[config.mk]
export PLATFORM = sky130hd
export DESIGN_NAME = regfile_mp
export DESIGN_NICKNAME = d
export VERILOG_FILES = /design/src/rtl/regfile_mp.sv
export SDC_FILE = /design/constraint.sdc
export NUM_CORES = 2
export LEC_CHECK = 0
export CAP_MARGIN = 20
export CORE_AREA = 3 3 709 359
export DETAILED_ROUTE_END_ITERATION = 8
export DIE_AREA = 0 0 712 362
export SKIP_CTS_REPAIR_TIMING = 1
export SLEW_MARGIN = 20
export SYNTH_ARGS = -nofsm -noshare
export SYNTH_HDL_FRONTEND = slang
export SYNTH_SLANG_ARGS = --single-unit
[constraint.sdc]
create_clock -name clk -period 3.85 [get_ports clk]
set_clock_uncertainty 0.05 [all_clocks]
set_input_delay 0.5775 -clock clk [delete_from_list [all_inputs] [get_ports clk]]
set_output_delay 0.5775 -clock clk [all_outputs]
set_load 0.02 [all_outputs]
[src/rtl/regfile_mp.sv]
// rtl/regfile_mp.sv - parametrised 2R/2W register file with bypass, zero register and busy scoreboard
//
// Ports:
//   clk, rst                        rising-edge clock, synchronous active-high reset
//   rd_addr_a/b -> rd_data_a/b      combinational read data
//                  rd_busy_a/b      busy bit of the read address
//   wr_en_0, wr_addr_0, wr_data_0   write port 0
//   wr_en_1, wr_addr_1, wr_data_1   write port 1 (wins over port 0 on the same address)
//   claim_en, claim_addr            marks a register busy from the next cycle
//   wr_conflict                     registered pulse: both write ports hit one address last cycle
module regfile_mp #(
    parameter int DATA_W   = 32,
    parameter int ADDR_W   = 5,
    parameter bit ZERO_REG = 1'b1,
    parameter bit BYPASS   = 1'b1
) (
    input  logic              clk,
    input  logic              rst,
    input  logic [ADDR_W-1:0] rd_addr_a,
    output logic [DATA_W-1:0] rd_data_a,
    output logic              rd_busy_a,
    input  logic [ADDR_W-1:0] rd_addr_b,
    output logic [DATA_W-1:0] rd_data_b,
    output logic              rd_busy_b,
    input  logic              wr_en_0,
    input  logic [ADDR_W-1:0] wr_addr_0,
    input  logic [DATA_W-1:0] wr_data_0,
    input  logic              wr_en_1,
    input  logic [ADDR_W-1:0] wr_addr_1,
    input  logic [DATA_W-1:0] wr_data_1,
    input  logic              claim_en,
    input  logic [ADDR_W-1:0] claim_addr,
    output logic              wr_conflict
);

    localparam int DEPTH = 1 << ADDR_W;

    logic [DATA_W-1:0] mem_q [DEPTH];
    logic [DEPTH-1:0]  busy_q, busy_d;
    logic              conflict_q, conflict_d;

    // Effective write/claim strobes: gated by reset and by the hardwired zero register.
    logic we0, we1, claim_eff;

    always_comb begin
        we0        = wr_en_0  && !rst && !(ZERO_REG && (wr_addr_0  == '0));
        we1        = wr_en_1  && !rst && !(ZERO_REG && (wr_addr_1  == '0));
        claim_eff  = claim_en && !rst && !(ZERO_REG && (claim_addr == '0));
        conflict_d = we0 && we1 && (wr_addr_0 == wr_addr_1);
    end

    // A claim beats a writeback to the same register: the new producer owns it.
    always_comb begin
        busy_d = busy_q;
        for (int r = 0; r < DEPTH; r++) begin
            if (claim_eff && (claim_addr == ADDR_W'(r))) begin
                busy_d[r] = 1'b1;
            end else if ((we0 && (wr_addr_0 == ADDR_W'(r))) ||
                         (we1 && (wr_addr_1 == ADDR_W'(r)))) begin
                busy_d[r] = 1'b0;
            end
        end
    end

    always_ff @(posedge clk) begin
        if (rst) begin
            for (int i = 0; i < DEPTH; i++) begin
                mem_q[i] <= '0;
            end
            busy_q     <= '0;
            conflict_q <= 1'b0;
        end else begin
            if (we0) mem_q[wr_addr_0] <= wr_data_0;
            // Port 1 assigned last so it wins when both target the same register.
            if (we1) mem_q[wr_addr_1] <= wr_data_1;
            busy_q     <= busy_d;
            conflict_q <= conflict_d;
        end
    end

    assign wr_conflict = conflict_q;

    // Read port A
    logic hit0_a, hit1_a;
    always_comb begin
        hit0_a    = we0 && (wr_addr_0 == rd_addr_a);
        hit1_a    = we1 && (wr_addr_1 == rd_addr_a);
        rd_data_a = mem_q[rd_addr_a];
        rd_busy_a = busy_q[rd_addr_a];
        if (ZERO_REG && (rd_addr_a == '0)) begin
            rd_data_a = '0;
            rd_busy_a = 1'b0;
        end else if (BYPASS) begin
            if (hit1_a)      rd_data_a = wr_data_1;
            else if (hit0_a) rd_data_a = wr_data_0;
            // A same-cycle claim keeps the stored busy bit visible; claims are never forwarded.
            if ((hit0_a || hit1_a) && !(claim_eff && (claim_addr == rd_addr_a))) begin
                rd_busy_a = 1'b0;
            end
        end
    end

    // Read port B
    logic hit0_b, hit1_b;
    always_comb begin
        hit0_b    = we0 && (wr_addr_0 == rd_addr_b);
        hit1_b    = we1 && (wr_addr_1 == rd_addr_b);
        rd_data_b = mem_q[rd_addr_b];
        rd_busy_b = busy_q[rd_addr_b];
        if (ZERO_REG && (rd_addr_b == '0)) begin
            rd_data_b = '0;
            rd_busy_b = 1'b0;
        end else if (BYPASS) begin
            if (hit1_b)      rd_data_b = wr_data_1;
            else if (hit0_b) rd_data_b = wr_data_0;
            if ((hit0_b || hit1_b) && !(claim_eff && (claim_addr == rd_addr_b))) begin
                rd_busy_b = 1'b0;
            end
        end
    end

endmodule

# == Yosys cells after proc, flatten, opt, wreduce, memory -nomap -nowiden ==
# Memories as Yosys holds them, arrays and structs flattened.
# Cells that the tools add are included.
# totals
regBits,33
ramBits,1024
in_bits,94
out_inout_bits,67
wordCells,419
memories,1
# classes
n_lt_le_gt_ge,2
n_eq_ne,100
n_mux,92
reduce_logical,191
# mem_list
memory,words,width,rd,rd_clocked_by_memory_dff,wr,line,source
mem_q,32,32,2,0,32,38,logic [DATA_W-1:0] mem_q [DEPTH];
# op_table
op,n
$mux 32,8
$eq 5x5->1 const B,48
$eq 5x4->1 const B,24
$logic_and 1x1->1,112
$mux 1,80
$reduce_bool 2->1,32
$reduce_or 32->1,2
$eq 5x3->1 const B,12
$eq 5x5->1,7
$logic_or 1x1->1,34
$eq 5x2->1 const B,6
$logic_not 5->1,5
$eq 5x1->1 const B,3
$lt 5x6->1 const B,2
$bmux 1 s5,2
$mux 5,2
$logic_not 1->1,6

# == Longest topological paths before layout ==
# depth
word_depth,8
ltp_mapped,12
mapped_depth_nobuf,6

# == Worst setup path after synthesis ==
# No wires, ideal clock.
# synth_path
path_kind,input to output
from,in rd_addr_a[0]
to,out rd_data_a[2]
arrival_time_ns,2.629
required_ns,3.222
slack_ns,0.594
path_stages,11
path_buffers,5
path_cell_list,buf_6 -> buf_6 -> buf_6 -> buf_6 -> or3b_2 -> buf_2 -> o221ai_1 -> a21oi_1 -> o21ai_0 -> a22oi_1 -> o21ai_0
# synth_via
elab_chain_cells,5
word_cells_on_any_way,9
cone_classes,eq/ne: 2; mux: 3; reduce/logical: 3; memory: 1
# synth_lines
item,line,source
from (decl),19,"input logic [ADDR_W-1:0] rd_addr_a,"
branches (longest 4 deep; another with $mem_v2 32x32),n/a,
$mux 32 (*),90,if (ZERO_REG && (rd_addr_a == '0)) begin
to (decl),20,"output logic [DATA_W-1:0] rd_data_a,"
# Mark *: on every way between the ends.

# == Worst setup path after layout ==
# layout_path
from,in rd_addr_b[4]
to,out rd_data_b[25]
# layout_via
elab_chain_cells,5
word_cells_on_any_way,9
cone_classes,eq/ne: 2; mux: 3; reduce/logical: 3; memory: 1
# layout_lines
item,line,source
from (decl),22,"input logic [ADDR_W-1:0] rd_addr_b,"
branches (longest 4 deep; another with $mem_v2 32x32),n/a,
$mux 32 (*),110,if (ZERO_REG && (rd_addr_b == '0)) begin
to (decl),23,"output logic [DATA_W-1:0] rd_data_b,"
# Marks and branches as above.

==> impl_metrics.tcl <==
set metrics [dict create \
    viasPerCell 6.11 \
    worstRegToRegCells 2 \
    setup_viol_count_final 3 \
    clk_latency_ps 760 \
    yosysTopAreaCellShare_pct 49.5 \
    synth.area.top_cells "edfxtp_1, a22o_1, mux4_2, mux2i_1, clkbuf_1" \
    synth_most_common_cell "edfxtp_1" \
    r2r-end "busy_q[25]" \
    ys_types 62 \
    place_inst 8150 \
    hp-start "rst" \
    synth-edff-count 1024 \
    clock.fmax_ghz 0.257 \
    cts_sinks 1057 \
    num_io_pins 161 \
    synth.avg_cell_area_um2 13.2 \
    violations "negative setup slack" \
    root_buffer "clkbuf_16" \
    area_growth_pct 22.8 \
    end_kind "primary output" \
    drt_wl_total_mm 294 \
    rrSetupSlack_ps 3150 \
    crit_path_top_delay_cell "a2111oi_4" \
    grt_antenna_before_repair 7 \
    rsz0062_at_grt "yes" \
    cp_max_fo 18 \
    slew_headroom_pct 23.5 \
    postRouteAntennaNets 0 \
    fill_cells 24582 \
    dieArea_um2 258000 \
    worstPathRequired_ps 3220 \
    wl_per_cell_um 35.1 \
    fin_nets 5035 \
    grt_pass1_wl_mm 400 \
    slew_violations 0 \
    grt_max_degree 46 \
    place_ws_ps -534 \
    maxCapViolCount 0 \
    placement_rows 129 \
    stdcell_area_um2 76300 \
    synthArstFlopShare_pct 0 \
    path_buf_inv 7 \
    dr.pass1.iters 5 \
    ys_seq_elements 1057 \
    tightestPinTransition_ps 1140 \
    path_cells "buf_4 -> buf_8 -> nand2_1 -> a2111oi_4 -> buf_4 -> nor2_4 -> buf_12 -> clkbuf_16 -> buf_12 -> a32oi_2 -> o21ai_0 -> dlymetal6s2s_1" \
    yosysTopAreaCell "edfxtp_1" \
    globalRoute.totalOverflow 0 \
    grt_pass1_vias 49361 \
    p_leak_nw 27.0 \
    status "finished, violations left" \
    track_usage_pct 21.8 \
    whs_path_depth 1 \
    critPathKind "in -> out" \
    syn_area_um2 62100 \
    cpPeakStageDelay_ps 520 \
    fin_ws_ps -42.9 \
    ys_seq_area_share_pct 50.6 \
    initial_core_util_pct 25.1 \
    drive_gt1_share_pct 27.6 \
    worst-endpoint-arrival_ps 3270 \
    fp.dieW_um 712 \
    post_dp_cell_area_um2 71600 \
    dpl.hpwl_mm 190 \
    cp.depth 12 \
    min_period_over_period_pct 101 \
    ys.flop_type "edfxtp_1" \
    place.gp.congestion 0.953 \
    holdPathEnd "mem_q[0][16]" \
    drtIter0Drc 8630 \
    coreArea_um2 248000 \
    post-route-drc-count 0 \
    cts_buffers 118 \
    hold_viol_final 0 \
    die_h_um 362 \
    io_buffers 160 \
    fin_crit_ps 3890 \
    power_density_nw_per_um2 400 \
    clk_pin_slew_ps 60 \
    worstHoldPathType "in -> reg" \
    yosys-top-cells-count "edfxtp_1, a22o_1, clkbuf_1, mux2i_1, mux4_2" \
    clk_path_buf_depth 3 \
    final_cells 8387 \
    crit_family "buffers and inverters" \
    setup_tns_ps -92.5 \
    ir_drop_mv 0.372 \
    startpoint_type "input pin" \
    synthCells 4697 \
    yosys_warnings 0 \
    vias 51275 \
    r2r_start "busy_q[25]" \
    htreeDepth 3 \
    cts_tree "yes" \
]
-- stage by stage --
| stage | hold WS, ps | power (mW) | util (%) |
|---|---|---|---|
| after floorplan | 401 | 16.3 | - |
| after global placement | 416 | 18.7 | 28.9 |
| after detailed placement | 420 | 18.7 | 28.9 |
| after CTS | 27.2 | 30.3 | 30.5 |
| after global routing | 46.6 | 31.1 | 30.8 |
| final | 61.6 | 30.5 | 30.8 |
-- cell type report --
class | count | area [um^2] | share of cell area, %
clock buffer | 151 | 3210 | 4.21
timing repair buffer | 807 | 8110 | 10.6
multi-input combinational | 2919 | 28500 | 37.4
inverter | 38 | 145 | 0.190
tap | 3340 | 4180 | 5.48
antenna | 3 | 7.51 | 0.00984
clock inverter | 72 | 718 | 0.942
sequential | 1057 | 31400 | 41.2
-- flip-flops by register name (all words and copies together), names as in the netlist --
register	count
busy_q	32
wr_conflict	1
mem_q	1024
-- report_power, final --
group / leakage [nW] / internal [mW] / switching [mW]
clock network: 1.92 / 6.64 / 5.12
logic: 15.0 / 2.03 / 3.05
registers: 10.0 / 13.3 / 0.360
total: 27.0 / 22.0 / 8.53
-- per-layer routing --
metal / part of all wire, % / GRT usage (%) / up-vias
met5: 0.030 / 0.218 / -
met4: 7.7 / 13.9 / 10
met3: 14 / 7.08 / 1097
met2: 44 / 33.4 / 4403
met1: 35 / 26.5 / 26047
li1: - / - / 19718
-- layout by cell type (no fill, tap or decap), types with 13 or more instances in the layout --
| master | count |
|---|---|
| edfxtp_1 | 1024 |
| a22o_1 | 1003 |
| buf_4 | 534 |
| mux2i_1 | 403 |
| mux4_2 | 353 |
| nand2_1 | 175 |
| o21ai_0 | 127 |
| clkbuf_16 | 126 |
| buf_12 | 109 |
| nor2_1 | 99 |
| clkdlybuf4s50_1 | 80 |
| o22ai_1 | 62 |
| dlymetal6s2s_1 | 62 |
| a21oi_1 | 60 |
| a22oi_1 | 55 |
| o221ai_1 | 54 |
| mux2_2 | 39 |
| a221oi_1 | 37 |
| inv_1 | 34 |
| nor2_4 | 33 |
| dfxtp_1 | 33 |
| nand3_1 | 32 |
| conb_1 | 32 |
| or3_2 | 31 |
| a211oi_1 | 27 |
| nor3_2 | 26 |
| clkinv_2 | 26 |
| clkbuf_1 | 25 |
| nand4_1 | 24 |
| nor2b_1 | 22 |
| clkinv_1 | 19 |
| nand2b_1 | 17 |
| nor3_1 | 17 |
| xor2_1 | 16 |
| xnor2_1 | 16 |
| o21ai_1 | 16 |
| o211ai_1 | 15 |
| a32oi_1 | 13 |
-- cells by family (layout without fill, tap and decap cells) --
| group | after synthesis | in the layout | share of synthesized area [%] |
|---|---|---|---|
| DFF | 1057 | 1057 | 50.6 |
| buffers and inverters | 752 | 1068 | 5.02 |
| other | 1 | 35 | 0.00604 |
| AOI/OAI and AO/OA | 1521 | 1521 | 19.8 |
| muxes | 796 | 796 | 20.0 |
| and+or+nand+nor | 538 | 538 | 4.10 |
| xor gates and xnor gates | 32 | 32 | 0.451 |
-- how the worst max path moves through the flow --
stage / startpoint / end / slack (ps)
global route: wr_en_0 / rd_data_b[25] / -30
global placement: wr_addr_0[2] / rd_data_b[6] / -580
floorplan: rd_addr_a[0] / rd_data_a[2] / 590
detailed placement: wr_addr_0[2] / rd_data_b[6] / -530
finish: rd_addr_b[4] / rd_data_b[25] / -40
CTS: wr_addr_0[2] / rd_data_b[6] / -550
Note: power is estimated with default switching activity, not from simulation.
